**src/rtl/ecpri_rma_rx.sv**
```systemverilog
// eCPRI Remote Memory Access request parser: skips the L2-L4 header, validates the
// eCPRI/RMA header, writes payload bytes to local memory and emits one response descriptor.
module ecpri_rma_rx #(
  parameter int ADDR_WIDTH = 16,
  parameter int LEN_WIDTH  = 16,
  parameter int HDR_SKIP   = 42,
  parameter int MAX_LEN    = 256
) (
  input  logic                  clk,
  input  logic                  reset,
  input  logic                  s_valid,
  input  logic [7:0]            s_data,
  input  logic                  s_sop,
  input  logic                  s_eop,
  output logic                  s_ready,
  output logic                  mem_we,
  output logic [ADDR_WIDTH-1:0] mem_addr,
  output logic [7:0]            mem_wdata,
  output logic                  resp_valid,
  input  logic                  resp_ready,
  output logic                  resp_is_write,
  output logic [7:0]            resp_rma_id,
  output logic [15:0]           resp_elem_id,
  output logic [ADDR_WIDTH-1:0] resp_addr,
  output logic [LEN_WIDTH-1:0]  resp_len,
  output logic [1:0]            resp_status,
  output logic [15:0]           err_cnt,
  output logic [15:0]           pkt_cnt
);
  typedef enum logic [2:0] {IDLE, SKIP, CMN, RMA, WR_DATA, DRAIN, RESP} state_t;

  localparam logic [1:0]            ST_OK        = 2'd0;
  localparam logic [1:0]            ST_BAD_RANGE = 2'd2;
  localparam logic [1:0]            ST_TRUNC     = 2'd3;
  localparam logic [LEN_WIDTH-1:0]  SKIP_LAST    = LEN_WIDTH'(HDR_SKIP - 1);
  localparam logic [LEN_WIDTH-1:0]  LEN_MAX      = LEN_WIDTH'(MAX_LEN);
  localparam logic [ADDR_WIDTH:0]   ADDR_SPAN    = {1'b1, {ADDR_WIDTH{1'b0}}};

  state_t               state, state_nxt;
  logic [LEN_WIDTH-1:0] idx;        // byte index within SKIP, the eCPRI header, or the data phase
  logic [3:0]           off;
  logic                 resp_pend;  // current packet owes a response descriptor
  logic                 acc, hdr_bad, range_bad, wr_go, last_data, err_inc, pkt_inc;
  logic [LEN_WIDTH-1:0] len_full;
  logic [ADDR_WIDTH:0]  end_addr;

  assign s_ready    = !reset && (state != RESP);
  assign resp_valid = (state == RESP);
  assign acc        = s_valid && s_ready;
  assign off        = idx[3:0];

  // Length completes with the byte at offset 15, so the range check looks through the shift register.
  assign len_full  = LEN_WIDTH'({resp_len, s_data});
  assign end_addr  = {1'b0, resp_addr} + (ADDR_WIDTH+1)'(len_full);
  assign range_bad = (len_full > LEN_MAX) || (end_addr > ADDR_SPAN);
  assign wr_go     = resp_is_write && (len_full != '0) && !range_bad;
  assign last_data = (idx == resp_len - LEN_WIDTH'(1));

  always_comb begin
    // NOTE: every signal written here gets a default first so no latch is inferred.
    hdr_bad = 1'b0;
    if (state == CMN)
      hdr_bad = (off == 4'd0 && s_data != 8'h10) || (off == 4'd1 && s_data != 8'h04);
    else if (state == RMA)
      hdr_bad = (off == 4'd5) && (s_data[3:0] != 4'd0 || s_data[7:4] > 4'd1);
  end

  always_comb begin
    state_nxt = state;
    err_inc   = 1'b0;
    pkt_inc   = 1'b0;
    case (state)
      IDLE: if (acc && s_sop) begin
        if (s_eop) err_inc = 1'b1;
        else       state_nxt = (HDR_SKIP == 1) ? CMN : SKIP;
      end
      SKIP: if (acc) begin
        if (s_eop) begin
          err_inc   = 1'b1;
          state_nxt = IDLE;
        end else if (idx == SKIP_LAST) begin
          state_nxt = CMN;
        end
      end
      CMN, RMA: if (acc) begin
        if (state == RMA && off == 4'd15) begin
          if (s_eop)      state_nxt = RESP;
          else if (wr_go) state_nxt = WR_DATA;
          else            state_nxt = DRAIN;
        end else if (s_eop) begin
          err_inc   = 1'b1;
          state_nxt = IDLE;
        end else if (hdr_bad) begin
          state_nxt = DRAIN;
        end else if (state == CMN && off == 4'd3) begin
          state_nxt = RMA;
        end
      end
      WR_DATA: if (acc) begin
        if (s_eop)          state_nxt = RESP;
        else if (last_data) state_nxt = DRAIN;
      end
      DRAIN: if (acc && s_eop) begin
        if (resp_pend) begin
          state_nxt = RESP;
        end else begin
          err_inc   = 1'b1;
          state_nxt = IDLE;
        end
      end
      RESP: if (resp_ready) begin
        state_nxt = IDLE;
        if (resp_status == ST_OK) pkt_inc = 1'b1;
        else                      err_inc = 1'b1;
      end
      default: state_nxt = IDLE;
    endcase
  end

  always_ff @(posedge clk or posedge reset) begin
    if (reset) state <= IDLE;
    else       state <= state_nxt;
  end

  always_ff @(posedge clk or posedge reset) begin
    if (reset) begin
      idx           <= '0;
      resp_pend     <= 1'b0;
      mem_we        <= 1'b0;
      mem_addr      <= '0;
      mem_wdata     <= '0;
      resp_is_write <= 1'b0;
      resp_rma_id   <= '0;
      resp_elem_id  <= '0;
      resp_addr     <= '0;
      resp_len      <= '0;
      resp_status   <= ST_OK;
      err_cnt       <= '0;
      pkt_cnt       <= '0;
    end else begin
      // NOTE: sequential state uses non-blocking assignments only; later ones here override the defaults above them.
      mem_we <= 1'b0;
      if (acc) idx <= idx + LEN_WIDTH'(1);
      case (state)
        IDLE: if (acc && s_sop) begin
          idx         <= (HDR_SKIP == 1) ? LEN_WIDTH'(0) : LEN_WIDTH'(1);
          resp_pend   <= 1'b0;
          resp_status <= ST_OK;
        end
        SKIP: if (acc && idx == SKIP_LAST) idx <= '0;
        RMA: if (acc) begin
          case (off)
            4'd4:  resp_rma_id   <= s_data;
            4'd5:  resp_is_write <= (s_data[7:4] == 4'd1);
            4'd6, 4'd7: resp_elem_id <= {resp_elem_id[7:0], s_data};
            4'd8, 4'd9, 4'd10, 4'd11, 4'd12, 4'd13:
                   resp_addr <= ADDR_WIDTH'({resp_addr, s_data});
            4'd14: resp_len <= len_full;
            4'd15: begin
              resp_len  <= len_full;
              resp_pend <= 1'b1;
              idx       <= '0;
              if (range_bad)           resp_status <= ST_BAD_RANGE;
              else if (wr_go && s_eop) resp_status <= ST_TRUNC;
            end
            default: ;
          endcase
        end
        WR_DATA: if (acc) begin
          mem_we    <= 1'b1;
          mem_addr  <= resp_addr + ADDR_WIDTH'(idx);
          mem_wdata <= s_data;
          if (s_eop && !last_data) resp_status <= ST_TRUNC;
        end
        default: ;
      endcase
      if (err_inc && err_cnt != 16'hFFFF) err_cnt <= err_cnt + 16'd1;
      if (pkt_inc && pkt_cnt != 16'hFFFF) pkt_cnt <= pkt_cnt + 16'd1;
    end
  end
endmodule
```
**config.mk**
```make
export PLATFORM = sky130hd
export DESIGN_NAME = ecpri_rma_rx
export DESIGN_NICKNAME = d
export VERILOG_FILES = /design/src/rtl/ecpri_rma_rx.sv
export SDC_FILE = /design/constraint.sdc
export NUM_CORES = 1
export LEC_CHECK = 0
export BUFFER_PORTS_ARGS = -buffer_cell sky130_fd_sc_hd__buf_2
export CORE_MARGIN = 2
export CORE_UTILIZATION = 57
export DETAILED_ROUTE_END_ITERATION = 12
export PLACE_DENSITY_LB_ADDON = 0.25
export SYNTH_ARGS = -nofsm -noshare
export SYNTH_HDL_FRONTEND = slang
export SYNTH_SLANG_ARGS = --single-unit
```
**constraint.sdc**
```tcl
create_clock -name clk -period 4.8 [get_ports clk]
set_clock_uncertainty 0.2 [all_clocks]
set_input_delay 0 -clock clk [delete_from_list [all_inputs] [get_ports clk]]
set_output_delay 0 -clock clk [all_outputs]
set_load 0.005 [all_outputs]
```
; ---- Word level (Yosys, flattened, before mapping)
; Cells that the tools add are included.
[word_totals]
input_bits = 14
word_cells = 161
out_inout_bits = 118
regBits = 136
[op_classes]
add_sub_neg = 6
n_reduce_logical = 42
n_eq_ne = 42
n_mux = 54
n_lt_le_gt_ge = 3
[op_table]
columns = operator, n
row1 = $mux W16, 5
row2 = $add A16 B1 Y16 const B, 3
row3 = $mux W3, 16
row4 = $pmux W16 S3, 1
row5 = $eq A4 B4 Y1 const B, 8
row6 = $ne A16 B16 Y1 const B, 2
row7 = $mux W1, 20
row8 = $pmux W3 S6, 1
row9 = $add A16 B16 Y17, 1
row10 = $gt A17 B17 Y1 const B, 1
row11 = $add A16 B16 Y16, 1
row12 = $eq A16 B16 Y1, 1
row13 = $eq A16 B6 Y1 const B, 1
row14 = $eq A4 B3 Y1 const B, 4
row15 = $gt A16 B9 Y1 const B, 1
row16 = $logic_and A1 B1 Y1, 16
row17 = $mux W2, 8
row18 = $ne A2 B2 Y1 const B, 8
row19 = $reduce_bool A16 Y1, 1
row20 = $sub A16 B1 Y16 const B, 1
row21 = $reduce_and A3 Y1, 5
row22 = $reduce_and A10 Y1, 1
row23 = $eq A3 B3 Y1 const B, 3
row24 = $ne A3 B3 Y1 const B, 3
row25 = 26 further kinds, 35

; ---- Longest topological paths before layout
[depth]
ltp_word = 11
ltp_mapped = 12
depth_no_buf = 12

; ---- Least setup slack after synthesis
; No wires, ideal clock.
[synth_timing]
kind = reg-to-reg
startpoint = register resp_addr[0]
endpoint = register resp_status[1]
period_less_slack_ps = 3105
path_stages_with_launch = 11
arrival_ps = 2756
setup_ps = 149
path_slack_ps = 1695
path_cell_list = dfrtp_1 -> ha_1 -> fa_1 -> a2111oi_0 -> nand4_1 -> or4_1 -> nor4_1 -> and4_1 -> a31oi_1 -> o41ai_2 -> a22oi_1
[synth_via]
elab_chain_cells = 8
elab_cells_between_ends = 12
cone_classes = add/sub: 1 / order compare: 1 / eq/ne: 1 / mux: 4 / reduce/logical: 5
[synth_lines]
columns = item, line
row1 = "start, declared", 24  ; output logic [ADDR_WIDTH-1:0] resp_addr,
row2 = "start signal, assigned", 157  ; resp_addr <= ADDR_WIDTH'({resp_addr, s_data});
row3 = $add A16 B16 Y17 (*), 54  ; assign end_addr = {1'b0, resp_addr} + (ADDR_WIDTH+1)'(len_full);
row4 = $gt A17 B17 Y1 (*), 55  ; assign range_bad = (len_full > LEN_MAX) || (end_addr > ADDR_SPAN);
row5 = $logic_or A1 B1 Y1 (*), 55
row6 = $logic_not A1 Y1, 56  ; assign wr_go = resp_is_write && (len_full != '0) && !range_bad;
row7 = $logic_and A1 B1 Y1, 56
row8 = $logic_and A1 B1 Y1, 164  ; else if (wr_go && s_eop) resp_status <= ST_TRUNC;
row9 = $ne A3 B2 Y1 (no source line), n/a
row10 = $reduce_and A7 Y1 (no source line), n/a
row11 = "end signal, assigned", 163  ; if (range_bad) resp_status <= ST_BAD_RANGE;
row12 = "end signal, assigned", 164
row13 = "end signal, assigned", 173  ; if (s_eop && !last_data) resp_status <= ST_TRUNC;
row14 = "end, declared", 26  ; output logic [1:0] resp_status,
; Every way passes the cells marked *; elsewhere a longest branch is shown, timed or not. The select of a mux whose other input is x is not followed.
; A chain may end at the register's enable or synchronous reset.

; ---- Worst setup path after layout
; Ends and elaborated chain as after synthesis.

==> flow_metrics.tcl <==
set metrics [dict create \
    max_freq_mhz 287 \
    clk_pin_slew_worst_paths_ns 0.06 \
    cts_hold_buffers 14 \
    hp-class "input pin to async pin" \
    synth_edf_count 0 \
    ant_nets 0 \
    ir_drop_uv 266 \
    place_ws_ns 1.37 \
    busiest_layer "met2" \
    cts_sinks 136 \
    synth-main-ff-cell "dfrtp_1" \
    die_height_um 124 \
    yosysSeqAreaShare_pct 41.7 \
    worst_pin_slew_ns 1.18 \
    p_leak_nw 4.86 \
    vias 6655 \
    instances_no_fill 1133 \
    grt_max_degree 88 \
    grt_overflow 0 \
    finalHoldViolCount 0 \
    antenna_found_initial 0 \
    worstPathArrival_ns 3.57 \
    yosysMostFrequentCell "dfrtp_1" \
    grt_pass1_wl_um 33700 \
    combPwrFrac_pct 20.6 \
    required_ns 4.88 \
    wl_um 20900 \
    io_buffers 131 \
    drtPass1Iterations 5 \
    max_slew_margin_pct 21.0 \
    dp_hpwl_um 15100 \
    swShare_pct 31.2 \
    multi_input_area_um2 4440 \
    synth_top_cell_by_area "dfrtp_1" \
    synth-seq-cells 136 \
    gp_congestion 0.925 \
    areaGrowthSynthToFinish_pct 17.6 \
    drive_gt1_share_pct 26.2 \
    min_period_ns 3.49 \
    rr_worst_depth 10 \
    grt_setup_unrepaired "no" \
    numCtsBuffers 17 \
    viasPerCell 5.87 \
    cts_resized 0 \
    cts_setup_buffers 0 \
    clkLatencyLatePin_ns 0.43 \
    grtUsageMet2_pct 44.1 \
    num_antenna_cells 0 \
    cts_tree "done" \
    reg2reg_slack_ns 1.31 \
    switching_power_mw 1.06 \
    synth_cells 801 \
    dieArea_um2 15300 \
    setup_slack_ns 1.31 \
    ff_latch_area_um2 3400 \
    syn_area_per_cell_um2 10.2 \
    start_kind "flop" \
    track_usage_pct 28.9 \
    dp.cells 1087 \
    initial_core_util_pct 58.5 \
    htreeDepth 4 \
    yosys.area.top_type_share_pct 41.7 \
    worstSetupEndpointType "flop" \
    r2r_start "resp_addr[0]$_DFFE_PP0P_" \
    cts-root-buf "clkbuf_16" \
    syn_nets 856 \
    rr_endpoint "resp_status[1]$_DFFE_PP0P_" \
    synthTopCellsByArea "dfrtp_1 42%, mux2_2 9.0%, ha_1 6.0%" \
    final_core_util_pct 68.8 \
    io_pins 132 \
    die_w_um 124 \
    cap_viol_max_count 0 \
    p_seq_share_pct 41.9 \
    finalCritPeriodShare_pct 72.6 \
    met1_usage_pct 39.6 \
    clkPwrFrac_pct 37.4 \
    synthTopCellsByCount "136 x dfrtp_1, 65 x mux2_2, 64 x nand2_1" \
    power_mw 3.41 \
    crit_fanout 5 \
    synthArstFlopShare_pct 100 \
    use_met3_pct 8.24 \
    final_max_slew_viol_count 0 \
    core_um2 13900 \
    ys_types 76 \
    fin_tns_setup_ns 0 \
    outcome "finished clean" \
    grt_pass1_vias 6473 \
    internal_power_mw 2.34 \
    finalNetCount 995 \
    ctsLongestPathBuffers 2 \
    powerDensity_nw_per_um2 355 \
    fill_cells 1128 \
    setup_violations 0 \
    rows 43 \
    drtIter0Drc 586 \
    synth_area_um2 8150 \
    path_class "flop to flop" \
    drt-wirelength-per-cell_um 18.4 \
    yosysWarnings 0 \
    drc 0 \
]
-- placed cells by master (no fill, tap or decap), types with 6 or more instances in the layout --
master	count
xor2_1	44
nand2_1	64
nor2_1	63
nor2b_1	9
dlygate4sd3_1	14
nand4_1	16
buf_2	131
a21oi_1	29
inv_1	26
nand3_1	29
and3_1	13
mux2_2	65
nor4_1	11
o21ai_0	33
a31oi_1	11
and2_1	6
ha_1	39
xnor2_1	41
a211oi_1	8
nor3b_1	6
clkbuf_16	17
dfrtp_1	136
nor3_1	23
-- cells by family after synthesis --
kind of cell / Yosys count / share of synthesized area, %
multiplexers: 68 / 9.41
adder cells (fa/ha/maj): 41 / 6.48
AND/OR/NAND/NOR: 275 / 17.8
XOR/XNOR: 85 / 9.13
AO/OA/AOI/OAI: 139 / 11.6
flip-flops: 136 / 41.7
buffers and inverters: 57 / 3.79
-- worst max-delay path: stages, from the launching register on --
cell       delay (ns)
dfrtp_1          0.44
ha_1             0.25
fa_1             0.45
a2111oi_0        0.30
nand4_1          0.15
or4_1            0.48
nor4_1           0.31
and4_1           0.23
a31oi_1          0.15
o41ai_2          0.28
a22oi_1          0.11
-- stage by stage --
| step | hold WS (ns) | cell area [um2] |
|---|---|---|
| 3_3_place_gp | 0.0367 | 8870 |
| 3_5_place_dp | 0.0452 | 8870 |
| 5_1_grt | 0.180 | 9590 |
| 6_report | 0.0947 | 9590 |
| 2_1_floorplan | -0.164 | 8150 |
| 4_1_cts | 0.143 | 9590 |
-- power groups by stage --
| stage | clock [mW] | combinational (mW) | sequential (mW) |
|---|---|---|---|
| 6_report | 1.28 | 0.703 | 1.43 |
| 5_1_grt | 1.34 | 0.793 | 1.45 |
| 4_1_cts | 1.29 | 0.704 | 1.43 |
| 3_5_place_dp | 0 | 0.689 | 1.44 |
| 3_3_place_gp | 0 | 0.679 | 1.44 |
| 2_1_floorplan | 0 | 0.549 | 1.37 |
-- routing by layer --
| metal | up-vias | routed length (um) | part of all wire [%] |
|---|---|---|---|
| met5 | - | 0 | 0 |
| met4 | 0 | 537 | 2.6 |
| met3 | 37 | 1320 | 6.3 |
| met2 | 211 | 9480 | 45 |
| met1 | 3232 | 9560 | 46 |
| li1 | 3175 | - | - |
-- worst max-delay path by stage --
stage,startpoint,end
2_1_floorplan,reset,err_cnt[0]$_DFFE_PP0P_
3_3_place_gp,resp_addr[0]$_DFFE_PP0P_,resp_status[1]$_DFFE_PP0P_
3_5_place_dp,resp_addr[0]$_DFFE_PP0P_,resp_status[1]$_DFFE_PP0P_
4_1_cts,resp_addr[0]$_DFFE_PP0P_,resp_status[1]$_DFFE_PP0P_
5_1_grt,resp_len[4]$_DFFE_PP0P_,resp_status[1]$_DFFE_PP0P_
6_report,resp_addr[0]$_DFFE_PP0P_,resp_status[1]$_DFFE_PP0P_
-- final cells by class --
class / count / share of cell area [%]
clock buffers: 22 / 5.05
repair buffers: 150 / 8.69
multi-input cells: 608 / 46.3
flip-flops and latches: 136 / 35.5
well taps: 180 / 2.35
inverters: 27 / 1.11
clock inverters: 10 / 0.992
-- sequential cells by signal (all words and copies together), names as in the netlist --
| register | flops |
|---|---|
| resp_status | 2 |
| mem_we | 1 |
| resp_rma_id | 8 |
| resp_elem_id | 16 |
| state | 3 |
| idx | 16 |
| resp_len | 16 |
| pkt_cnt | 16 |
| resp_addr | 16 |
| mem_addr | 16 |
| err_cnt | 16 |
| resp_pend | 1 |
| resp_is_write | 1 |
| mem_wdata | 8 |
Power figures use the tool's default switching activity.
